## src/rtl/dac_out_pkg.sv

```systemverilog
// Shared types and constants for the DAC output stage and related converters.
package dac_out_pkg;

    localparam int DIN_W  = 16;
    localparam int DAC_W  = 14;
    localparam int GAIN_W = 9;
    localparam int PROD_W = 23;

    localparam logic [GAIN_W-1:0] GAIN_FULL = 9'd256;
    localparam logic [GAIN_W-1:0] GAIN_ZERO = 9'd0;

    localparam logic [DAC_W-1:0] ZERO_CODE_OFFSET = 14'h2000;
    localparam logic [DAC_W-1:0] ZERO_CODE_TWOS   = 14'h0000;

    typedef enum logic [1:0] {
        ST_MUTED     = 2'd0,
        ST_RAMP_UP   = 2'd1,
        ST_RUN       = 2'd2,
        ST_RAMP_DOWN = 2'd3
    } dac_state_e;

    // Offset binary is two's complement with the sign bit flipped.
    function automatic logic [DAC_W-1:0] fmt_code(input logic [DAC_W-1:0] v,
                                                  input logic offset_bin);
        return {v[DAC_W-1] ^ offset_bin, v[DAC_W-2:0]};
    endfunction

    function automatic logic [DAC_W-1:0] zero_code(input logic offset_bin);
        return offset_bin ? ZERO_CODE_OFFSET : ZERO_CODE_TWOS;
    endfunction

endpackage

```

## src/rtl/sat16to14.sv

```systemverilog
// Combinational saturator: 16-bit signed in, 14-bit signed out, with clip flag.
module sat16to14 (
    input  logic signed [15:0] din,
    output logic signed [13:0] dout,
    output logic               clip
);

    localparam logic signed [15:0] MAX14 = 16'sd8191;
    localparam logic signed [15:0] MIN14 = -16'sd8192;

    // Clamp to the 14-bit range and report when clamping happened.
    always_comb begin
        dout = din[13:0];
        clip = 1'b0;
        if (din > MAX14) begin
            dout = 14'sh1FFF;
            clip = 1'b1;
        end else if (din < MIN14) begin
            dout = 14'sh2000;
            clip = 1'b1;
        end
    end

endmodule

```

## src/rtl/dac_output_stage.sv

```systemverilog
// DAC output stage: saturate, gain-ramp (mute/unmute), format and register
// samples for the DAC pins; tracks input clipping.
//
//   state        | meaning
//   -------------+-------------------------------------------------
//   ST_MUTED     | gain held at 0, output is the zero code
//   ST_RAMP_UP   | gain rises by RAMP_STEP per accepted sample
//   ST_RUN       | gain held at full scale (256)
//   ST_RAMP_DOWN | gain falls by RAMP_STEP per accepted sample
module dac_output_stage
    import dac_out_pkg::*;
#(
    parameter bit          OFFSET_BIN = 1'b1,
    parameter int unsigned RAMP_STEP  = 1
) (
    input  logic                    clk,
    input  logic                    rst,
    input  logic signed [DIN_W-1:0] din,
    input  logic                    din_valid,
    input  logic                    mute,
    input  logic                    clip_clr,
    output logic [DAC_W-1:0]        dac_out,
    output logic                    dac_valid,
    output logic                    ramp_busy,
    output logic                    clip_flag,
    output logic [15:0]             clip_count
);

    localparam logic [GAIN_W:0] STEP_EXT = (GAIN_W + 1)'(RAMP_STEP);

    dac_state_e state_q, state_d;
    logic [GAIN_W-1:0] gain_q, gain_d;
    logic [GAIN_W:0]   gain_up;

    logic signed [DAC_W-1:0] s1_data_q, s1_data_d;
    logic [GAIN_W-1:0]       s1_gain_q, s1_gain_d;
    logic                    s1_valid_q, s1_valid_d;

    logic [DAC_W-1:0] dac_out_q, dac_out_d;
    logic             dac_valid_q, dac_valid_d;
    logic             ramp_busy_q, ramp_busy_d;
    logic             clip_flag_q, clip_flag_d;
    logic [15:0]      clip_count_q, clip_count_d;

    logic signed [DAC_W-1:0]  sat_dout;
    logic                     sat_clip;
    logic signed [PROD_W-1:0] data_ext, gain_ext, product;
    logic [DAC_W-1:0]         scaled;
    logic                     unused_prod;

    sat16to14 u_sat (
        .din  (din),
        .dout (sat_dout),
        .clip (sat_clip)
    );

    // Mute FSM and gain ramp; gain only moves on accepted samples.
    always_comb begin
        state_d = state_q;
        gain_d  = gain_q;
        gain_up = {1'b0, gain_q} + STEP_EXT;
        case (state_q)
            ST_MUTED: begin
                if (!mute) state_d = ST_RAMP_UP;
            end
            ST_RAMP_UP: begin
                if (mute) begin
                    state_d = ST_RAMP_DOWN;
                end else if (din_valid) begin
                    if (gain_up >= {1'b0, GAIN_FULL}) begin
                        gain_d  = GAIN_FULL;
                        state_d = ST_RUN;
                    end else begin
                        gain_d = gain_up[GAIN_W-1:0];
                    end
                end
            end
            ST_RUN: begin
                if (mute) state_d = ST_RAMP_DOWN;
            end
            ST_RAMP_DOWN: begin
                if (!mute) begin
                    state_d = ST_RAMP_UP;
                end else if (din_valid) begin
                    if ({1'b0, gain_q} <= STEP_EXT) begin
                        gain_d  = GAIN_ZERO;
                        state_d = ST_MUTED;
                    end else begin
                        gain_d = gain_q - STEP_EXT[GAIN_W-1:0];
                    end
                end
            end
            default: begin
                state_d = ST_MUTED;
                gain_d  = GAIN_ZERO;
            end
        endcase
        ramp_busy_d = (state_d == ST_RAMP_UP) || (state_d == ST_RAMP_DOWN);
    end

    // Stage 1 captures the saturated sample with the gain in force before this sample's update.
    always_comb begin
        s1_valid_d = din_valid;
        s1_data_d  = s1_data_q;
        s1_gain_d  = s1_gain_q;
        if (din_valid) begin
            s1_data_d = sat_dout;
            s1_gain_d = gain_q;
        end
    end

    // Stage 2: scale by gain/256 with floor rounding, format, and hold when idle.
    always_comb begin
        data_ext    = {{(PROD_W - DAC_W){s1_data_q[DAC_W-1]}}, s1_data_q};
        gain_ext    = {{(PROD_W - GAIN_W){1'b0}}, s1_gain_q};
        product     = data_ext * gain_ext;
        scaled      = product[DAC_W+7:8];
        unused_prod = ^{product[PROD_W-1], product[7:0]};
        dac_valid_d = s1_valid_q;
        dac_out_d   = s1_valid_q ? fmt_code(scaled, OFFSET_BIN) : dac_out_q;
    end

    // Sticky clip flag and saturating clip counter; a clear beats a coincident clip.
    always_comb begin
        clip_flag_d  = clip_flag_q;
        clip_count_d = clip_count_q;
        if (clip_clr) begin
            clip_flag_d  = 1'b0;
            clip_count_d = 16'h0000;
        end else if (din_valid && sat_clip) begin
            clip_flag_d = 1'b1;
            if (clip_count_q != 16'hFFFF) clip_count_d = clip_count_q + 16'h0001;
        end
    end

    // All state registers; reset drops any in-flight samples.
    always_ff @(posedge clk or posedge rst) begin
        if (rst) begin
            state_q      <= ST_MUTED;
            gain_q       <= GAIN_ZERO;
            s1_data_q    <= '0;
            s1_gain_q    <= GAIN_ZERO;
            s1_valid_q   <= 1'b0;
            dac_out_q    <= zero_code(OFFSET_BIN);
            dac_valid_q  <= 1'b0;
            ramp_busy_q  <= 1'b0;
            clip_flag_q  <= 1'b0;
            clip_count_q <= 16'h0000;
        end else begin
            state_q      <= state_d;
            gain_q       <= gain_d;
            s1_data_q    <= s1_data_d;
            s1_gain_q    <= s1_gain_d;
            s1_valid_q   <= s1_valid_d;
            dac_out_q    <= dac_out_d;
            dac_valid_q  <= dac_valid_d;
            ramp_busy_q  <= ramp_busy_d;
            clip_flag_q  <= clip_flag_d;
            clip_count_q <= clip_count_d;
        end
    end

    assign dac_out    = dac_out_q;
    assign dac_valid  = dac_valid_q;
    assign ramp_busy  = ramp_busy_q;
    assign clip_flag  = clip_flag_q;
    assign clip_count = clip_count_q;

endmodule

```

## config.mk

```make
export PLATFORM = sky130hd
export DESIGN_NAME = dac_output_stage
export DESIGN_NICKNAME = d
export VERILOG_FILES = /design/src/rtl/dac_out_pkg.sv /design/src/rtl/sat16to14.sv /design/src/rtl/dac_output_stage.sv
export SDC_FILE = /design/constraint.sdc
export NUM_CORES = 1
export LEC_CHECK = 0
export CORE_ASPECT_RATIO = 0.6
export CORE_MARGIN = 5
export CORE_UTILIZATION = 55
export DETAILED_ROUTE_END_ITERATION = 10
export GPL_ROUTABILITY_DRIVEN = 0
export PLACE_DENSITY = 0.88
export SYNTH_ARGS = -nofsm -noshare
export SYNTH_HDL_FRONTEND = slang
export SYNTH_HIERARCHICAL = 1
export SYNTH_SLANG_ARGS = --single-unit
```

## constraint.sdc

```tcl
create_clock -name clk -period 4.8 [get_ports clk]
set_input_delay 0.96 -clock clk [delete_from_list [all_inputs] [get_ports clk]]
set_output_delay 0.96 -clock clk [all_outputs]
set_load 0.02 [all_outputs]
```

# Word-level counts from Yosys, hierarchy flattened
# Cells that the tools add are included.
[word_totals]
in_bits = 21
register_bits = 68
output_inout_bits = 33
wordCells = 62
[op_classes]
n_mux = 25
n_mul = 1
n_eq_ne = 10
addsub = 3
n_bitwise = 1
magnitude_cmp = 4
n_reduce_logical = 8
[op_table]
columns = ["cell", "n"]
rows = [
  ["9-bit two-way mux", 6],
  ["16-bit two-way mux", 3],
  ["14-bit two-way mux", 2],
  ["14-bit by 10-bit multiplier with 22-bit output", 1],
  ["9-bit case mux with 2 select lines", 1],
  ["16-bit by 1-bit adder with 16-bit output, second input constant", 1],
  ["16-bit by 14-bit greater-than comparator with 1-bit output, second input constant", 1],
  ["16-bit by 14-bit < comparator with 1-bit output, second input constant", 1],
  ["2-bit two-way mux", 8],
  ["16-bit inequality test, second input constant", 1],
  ["9-bit by 1-bit adder with 10-bit output, second input constant", 1],
  ["10-bit by 9-bit greater-or-equal comparator with 1-bit output, second input constant", 1],
  ["9-bit by 1-bit <= comparator with 1-bit output, second input constant", 1],
  ["9-bit by 1-bit subtractor with 9-bit output, second input constant", 1],
  ["2-bit inequality test, second input constant", 4],
  ["2-bit case mux with 4 select lines", 1],
  ["2-bit == test, second input constant", 3],
  ["2-bit nonzero test", 3],
  ["5-bit AND reduction", 1],
  ["2-bit by 1-bit == test with 1-bit output, second input constant", 2],
  ["1-bit two-way mux", 4],
  ["2-bit zero test", 1],
  ["2-bit AND reduction", 1],
  ["1-bit logical AND", 1],
  ["2 further kinds", 2],
]

# Depth between registers and ports, before layout
# Gate-level depths: netlist of run 1.
[depth]
depth_word = 8
mapped_depth = 19
depth_no_buf = 18

# Modules after synthesis
# The synthesis of run 1 kept the hierarchy.
[modules_own_cells]
columns = ["mod", "instances", "area_each_um2", "seq_area_each_um2", "cells_per_inst"]
rows = [
  ["dac_output_stage", 1, 7370.8, 1677.9, 768],
  ["sat16to14", 1, 352.8, 0.0, 51],
]

# Worst setup path before layout of run 1
# No wires, ideal clock.
[synth_path]
kind = "flip-flop to flip-flop"
start = "register s1_gain_q[3]"
end = "register dac_out_q[11], in the netlist dac_out[11]"
path_stages_with_launch = 18
synth_period_minus_slack_ns = 5.198
n_path_buf = 1
t_required_ns = 4.680
setup_ns = 0.120
arrival_time_ns = 5.078
setup_slack_ns = -0.398
path_cell_list = "dfrtp_1 > clkbuf_1 > nand2_1 > fa_1 > inv_1 > fa_1 > fa_1 > fa_1 > inv_1 > fa_1 > inv_1 > ha_1 > nand4_1 > o32ai_1 > a211oi_2 > a211oi_1 > or3_1 > a31o_1"
[synth_via]
elab_chain_len = 1
[synth_lines]
columns = ["item", "line", "source"]
rows = [
  ["from (decl)", "dac_output_stage.sv:36", "logic [GAIN_W-1:0] s1_gain_q, s1_gain_d;"],
  ["from (signal assigned)", "dac_output_stage.sv:153", "s1_gain_q <= s1_gain_d;"],
  ["14-bit by 10-bit multiplier with 22-bit output", "dac_output_stage.sv:116", "product = data_ext * gain_ext;"],
  ["to (signal assigned)", "dac_output_stage.sv:144", "dac_out_q <= zero_code(OFFSET_BIN);"],
  ["to (signal assigned)", "dac_output_stage.sv:155", "dac_out_q <= dac_out_d;"],
  ["to (decl)", "dac_output_stage.sv:39", "logic [DAC_W-1:0] dac_out_q, dac_out_d;"],
]
# No other way between the ends.
# A chain may end at the register's enable or synchronous reset.

# Final worst setup path of run 1
[layout_path]
start = "register s1_data_q[7]"
end = "register dac_out_q[11], in the netlist dac_out[11]"
[layout_via]
elab_chain_len = 1
[layout_lines]
columns = ["item", "line", "source"]
rows = [
  ["from (decl)", "dac_output_stage.sv:35", "logic signed [DAC_W-1:0] s1_data_q, s1_data_d;"],
  ["from (signal assigned)", "dac_output_stage.sv:152", "s1_data_q <= s1_data_d;"],
  ["14-bit by 10-bit multiplier with 22-bit output", "dac_output_stage.sv:116", ""],
]
# No other way between the ends.

==> impl_metrics.ini, run 1 <==
[placement]
dp.cells = 1109
placed_area_um2 = 9110
hpwl_um = 14700
io_buffers = 53

[finish]
final_common_cell = inv_1
final_cell_mix = inv_1, fa_1, buf_4
antenna_cells = 0
area_growth_pct = 26.0
nFillCells = 939
fin_cells = 1136
layout.nets = 1110
drive_above_1_share_pct = 23.2
final_cell_area_um2 = 9730

[critical_path]
crit_fanout = 8
slowest_delay_ns = 0.57
crit_top_cell = fa_1
r2r-end = dac_out[11]$_DFFE_PP0P_
rr_worst_depth = 17
cp-end-kind = flop
crit_start = s1_data_q[7]$_DFFE_PP0P_
crit_cells = 17
critPathTopFamily = adder cells
start_kind = flop
worst_path_max_delay_cell = fa_1
arrival_ns = 5.27
path_buf_inv = 4
worstPathCellList = nand2_2, fa_1, inv_2, fa_1, inv_1, fa_1, inv_1, fa_1, fa_1, ha_4, a21oi_4, o32ai_2, a211oi_2, buf_6, a211oi_4, or3_1, a31o_1
reg2reg_from = s1_data_q[7]$_DFFE_PP0P_
crit_type = reg -> reg
r2r_slack_ns = -0.23
critPathRequiredTime_ns = 5.03

[synth]
synth_top_flop_cell = dfrtp_1
synthArstFlopShare_pct = 100
syn_inst = 819
syn_nets = 990
ys_seq_elements = 67
ys_warn_count = 6
synth-edff-count = 0
synth_cell_types = 71
yosysSeqAreaShare_pct = 21.7
synth_area_per_cell_um2 = 9.43
netlist_area_um2 = 7720

[hold_path]
min-delay-start = dac_out[9]$_DFFE_PP0P_
holdPathStages = 2
hold_end = dac_out[9]$_DFFE_PP0P_
hold_path.class = reg -> reg

[timing]
whs_ns = 0.503
fin_crit_ns = 5.03
worst_slew_pin_slew_ns = 1.09
slew_headroom_pct = 27.0
clock_skew_ns = 0.0121
setup_viol = 9
fmax_mhz = 199
worst_slack_ns = -0.233
hold_viol = 0
rsz0062_at_grt = true
setup_tns_ns = -1.47
period_share_pct = 105
slew_violations = 0

[clock_network]
cts_root_buffer = clkbuf_16
cts_max_level = 3
ctsHoldBuffers = 0
cts_tree = built
cts_sinks = 67
clock_path_buffers = 2
clk_latency_ns = 0.34
cts-buffers-inserted = 9
clk_pin_slew_ns = 0.06

[global_route]
first_global_vias = 6935
grt_use_total_pct = 25.7
grt_start_max_net_pins = 53
grt.overflow.total = 0
antenna_found_initial = 0
grt_pass1_wl_um = 33900

[detailed_routing]
route.detailed.drc = 0
vias = 6473
drtIter0Drc = 492
wl_um = 19800
viasPerCell = 5.70
wl_per_cell_um = 17.4
routed-wl-met3_um = 1240
top_layer = met4
dr_wl_met2_um = 9660
drtAntennaViolNets = 0
wl_met1_um = 8550
first_pass_iters = 5

[status]
violations = negative setup slack
status = finished with violations

[die]
rows = 33
chipHeight_um = 102
io-pin-count = 54
start_util_pct = 56.3
die-area_um2 = 16600
die_x_um = 163
core_area_um2 = 13700

[run]
maxCapViolCount = 0
## logic make-up after synthesis
group,after synthesis,synth area share [%]
AND/OR/NAND/NOR,267,17.5
buffers and inverters,161,8.34
AO/OA/AOI/OAI,116,10.9
multiplexers,29,4.26
XOR/XNOR,29,3.29
flip-flops,67,21.7
adder cells (fa/ha/maj),150,34.0
## state kept, by name, summed over array words and instances (netlist names)
name	count
s1_data_q	14
dac_valid	1
dac_valid_d	1
s1_gain_q	9
dac_out	14
clip_count	16
clip_flag	1
gain_q	9
state_q	2
## cells in the mapped netlist (7+ instances only)
cell | count | area share, %
a21boi_0 | 7 | 0.68
a21oi_1 | 22 | 1.4
a31oi_1 | 8 | 0.65
and2_1 | 71 | 5.8
and3_1 | 8 | 0.65
clkbuf_1 | 29 | 1.4
dfrtp_1 | 66 | 21
fa_1 | 100 | 26
ha_1 | 50 | 8.1
inv_1 | 123 | 6.0
mux2_2 | 27 | 3.9
nand2_1 | 81 | 3.9
nand3_1 | 13 | 0.84
nand4_1 | 9 | 0.73
nor2_1 | 49 | 2.4
nor3_1 | 9 | 0.58
o21ai_0 | 7 | 0.45
o21ai_1 | 8 | 0.52
o22ai_1 | 9 | 0.73
xnor2_1 | 17 | 1.9
xor2_1 | 12 | 1.4
## layer usage
| metal | up-vias | GRT usage (%) |
|---|---|---|
| li1 | 2898 | - |
| met1 | 3282 | 34.6 |
| met2 | 250 | 43.1 |
| met3 | 43 | 4.92 |
| met4 | 0 | 7.60 |
| met5 | - | 0 |
## cell type report
class,count,area [um^2],area share [%]
clock buffers,10,239,2.46
multi-input cells,591,5750,59.1
flip-flops and latches,67,1690,17.4
clock inverters,6,48.8,0.501
repair buffers,146,1300,13.4
well taps,192,240,2.47
inverters,124,465,4.78
## worst min-delay path, stage by stage (launching register included)
cell and delay, ns:
dfrtp_1 0.35, nand2_1 0.07, o31ai_2 0.05
## metrics by stage
stage	utilization, %	setup WS, ns
after detailed placement	66.5	-0.336
final	71.0	-0.233
after global routing	71.0	-0.397
after floorplan	-	-0.0398
after CTS	70.5	-0.204
after global placement	66.5	-0.217
## how the worst max path moves through the flow
stage                                         end  slack [ns]
final                     dac_out[11]$_DFFE_PP0P_       -0.23
after global routing      dac_out[13]$_DFFE_PP1P_       -0.40
after CTS                 dac_out[13]$_DFFE_PP1P_       -0.20
after detailed placement  dac_out[13]$_DFFE_PP1P_       -0.34
after global placement    dac_out[13]$_DFFE_PP1P_       -0.22
after floorplan           dac_out[11]$_DFFE_PP0P_       -0.04
## what timing repair did
item                       4_1_cts  5_1_grt
gates cloned                     0        0
pin swaps                       23        6
gates resized for setup         45       14
setup buffers                   10        1
setup endpoints to repair       12       14
Power of run 1 is not shown: default switching activity piles up to over one toggle a cycle in this logic, so the estimate is an artifact.
==> run 2, diff against run 1 <==
--- a/config.mk
+++ b/config.mk
@@ -5,6 +5,7 @@
 export SDC_FILE = /design/constraint.sdc
 export NUM_CORES = 1
 export LEC_CHECK = 0
+export ABC_AREA = 0
 export CORE_ASPECT_RATIO = 0.6
 export CORE_MARGIN = 5
 export CORE_UTILIZATION = 55
==> results of run 2 <==
No change in the layout: final DEF, timing and power equal those of run 1.
Power of run 2 is left out for the same reason.
==> run 3, diff against run 2 <==
--- a/config.mk
+++ b/config.mk
@@ -6,7 +6,7 @@
 export NUM_CORES = 1
 export LEC_CHECK = 0
 export ABC_AREA = 0
-export CORE_ASPECT_RATIO = 0.6
+export CORE_ASPECT_RATIO = 1.25
 export CORE_MARGIN = 5
 export CORE_UTILIZATION = 55
 export DETAILED_ROUTE_END_ITERATION = 10
==> run 3 against run 2 <==
  * The run still ends with negative setup slack left
  * Clock-buffer cell count stayed put
  * First-iteration DRC count is 35% higher
  * Critical path depth is 1 higher
  * Final area is 2.2% higher
  * Largest cell class unchanged
  * Fmax is 1.4% lower
  * Worst hold slack worse by 0.017 ns
  * Sequential cell count stayed put
  * Worst setup slack worse by 0.070 ns
  * Non-clock buffer count is 19 higher
  * Utilization is 1.0 points higher
  * Clock skew hardly changed
  * Global-route usage is 0.89 points higher
==> impl_metrics.ini, run 3 (synthesis gave the netlist of run 1 again) <==
[critical_path]
start_kind = flop
cp-end-kind = flop
crit_top_cell = fa_1
slowest_delay_ns = 0.61
worstPathCellList = buf_12, buf_6, and2_4, fa_2, inv_4, fa_1, inv_1, fa_1, fa_1, inv_2, fa_1, inv_2, ha_4, nand4_1, buf_4, a21oi_2, o21bai_1, a221o_1
crit_fanout = 6
crit_type = reg -> reg
critPathRequiredTime_ns = 5.02
worst_path_max_delay_cell = fa_2
arrival_ns = 5.33

[detailed_routing]
route.detailed.drc = 0
vias = 6729
wl_um = 22400
drtAntennaViolNets = 0
viasPerCell = 5.91
drtIter0Drc = 662
first_pass_iters = 6
wl_per_cell_um = 19.6

[timing]
slew_violations = 0
worst_slack_ns = -0.303
fmax_mhz = 196
setup_viol = 12
period_share_pct = 106
clock_skew_ns = 0.0125
fin_crit_ns = 5.10
slew_headroom_pct = 42.8
setup_tns_ns = -2.56
hold_viol = 0
rsz0062_at_grt = true
worst_slew_pin_slew_ns = 0.855

[finish]
nFillCells = 866
final_common_cell = inv_1
final_cell_mix = inv_1, buf_4, fa_1
layout.nets = 1129
antenna_cells = 0
largest_reg_flops = 16
area_growth_pct = 28.9
drive_above_1_share_pct = 27.0
final_cell_area_um2 = 9950

[placement]
placed_area_um2 = 9080
io_buffers = 53
hpwl_um = 14400
dpl_worst_slack_ns = -0.321

[global_route]
first_global_vias = 7162
grt_use_total_pct = 26.6
grt_start_max_net_pins = 40
grt.overflow.total = 0
antenna_found_initial = 0
grt_pass1_wl_um = 34300

[clock_network]
cts_root_buffer = clkbuf_16
cts_max_level = 3
cts_tree = built
clock_path_buffers = 2
cts-buffers-inserted = 9
clk_latency_ns = 0.35
cts_sinks = 67
clk_pin_slew_ns = 0.06

[die]
die-area_um2 = 16500
rows = 48
chipHeight_um = 142
die_x_um = 116
start_util_pct = 55.9
core_area_um2 = 13800
io-pin-count = 54

[status]
violations = negative setup slack
status = finished with violations

[hold_path]
hold_path.class = reg -> reg

[run]
maxCapViolCount = 0
==> run 3: metal layers <==
metal  track usage [%]  part of all wire (%)
met1              29.2                    34
met2              47.8                    54
met3              3.79                   5.6
met4              16.2                   6.4
met5                 0                     0
==> run 3: final cells by class <==
type                       instances  area (um^2)  share of cell area [%]
clock buffer                      10          229                    2.30
clock inverter                     6         95.1                   0.955
inverter                         124          468                    4.70
multi-input combinational        591         5800                    58.3
sequential                        67         1690                    17.0
tap                              175          219                    2.20
timing repair buffer             165         1450                    14.6
==> run 3: worst paths after layout <==
path	end	depth (start not counted)	slack (ns)	startpoint
hold / removal	dac_out[9]$_DFFE_PP0P_	2	0.49	dac_out[9]$_DFFE_PP0P_
setup reg to reg	dac_out[10]$_DFFE_PP0P_	18	-0.30	s1_gain_q[3]$_DFFE_PP0P_
min in group asynchronous	dac_out[0]$_DFFE_PP0P_	2	1.11	rst
hold reg to reg	dac_out[9]$_DFFE_PP0P_	2	0.49	dac_out[9]$_DFFE_PP0P_
max in group asynchronous	s1_data_q[7]$_DFFE_PP0P_	3	2.76	rst
setup / recovery	dac_out[10]$_DFFE_PP0P_	18	-0.30	s1_gain_q[3]$_DFFE_PP0P_
==> run 3: per-stage QoR <==
step                      std cells  util (%)  hold slack (ns)
after global placement         1092      65.7            0.473
after global routing           1138      72.0            0.518
after floorplan                 819         -            0.379
after CTS                      1123      70.1            0.482
after detailed placement       1092      65.7            0.469
final                          1138      72.0            0.487
==> run 3: worst max-delay path, delay by kind of cell (launching register included) <==
family                     cells  cell delay [ns]
DFF                            1             0.40
buffers and inverters          7             0.68
adders and majority gates      6             2.96
and+or+nand+nor                2             0.25
AOI/OAI and AO/OA              3             0.65
==> run 3: timing repair <==
item                                    CTS  global route
endpoints found under the setup margin   14            13
hold buffers                              0             0
hold endpoints to repair                  0             0
resized for setup                        38            46
setup buffers                            15            15
pin swaps                                11            34
Power of run 3 is left out for the same reason.
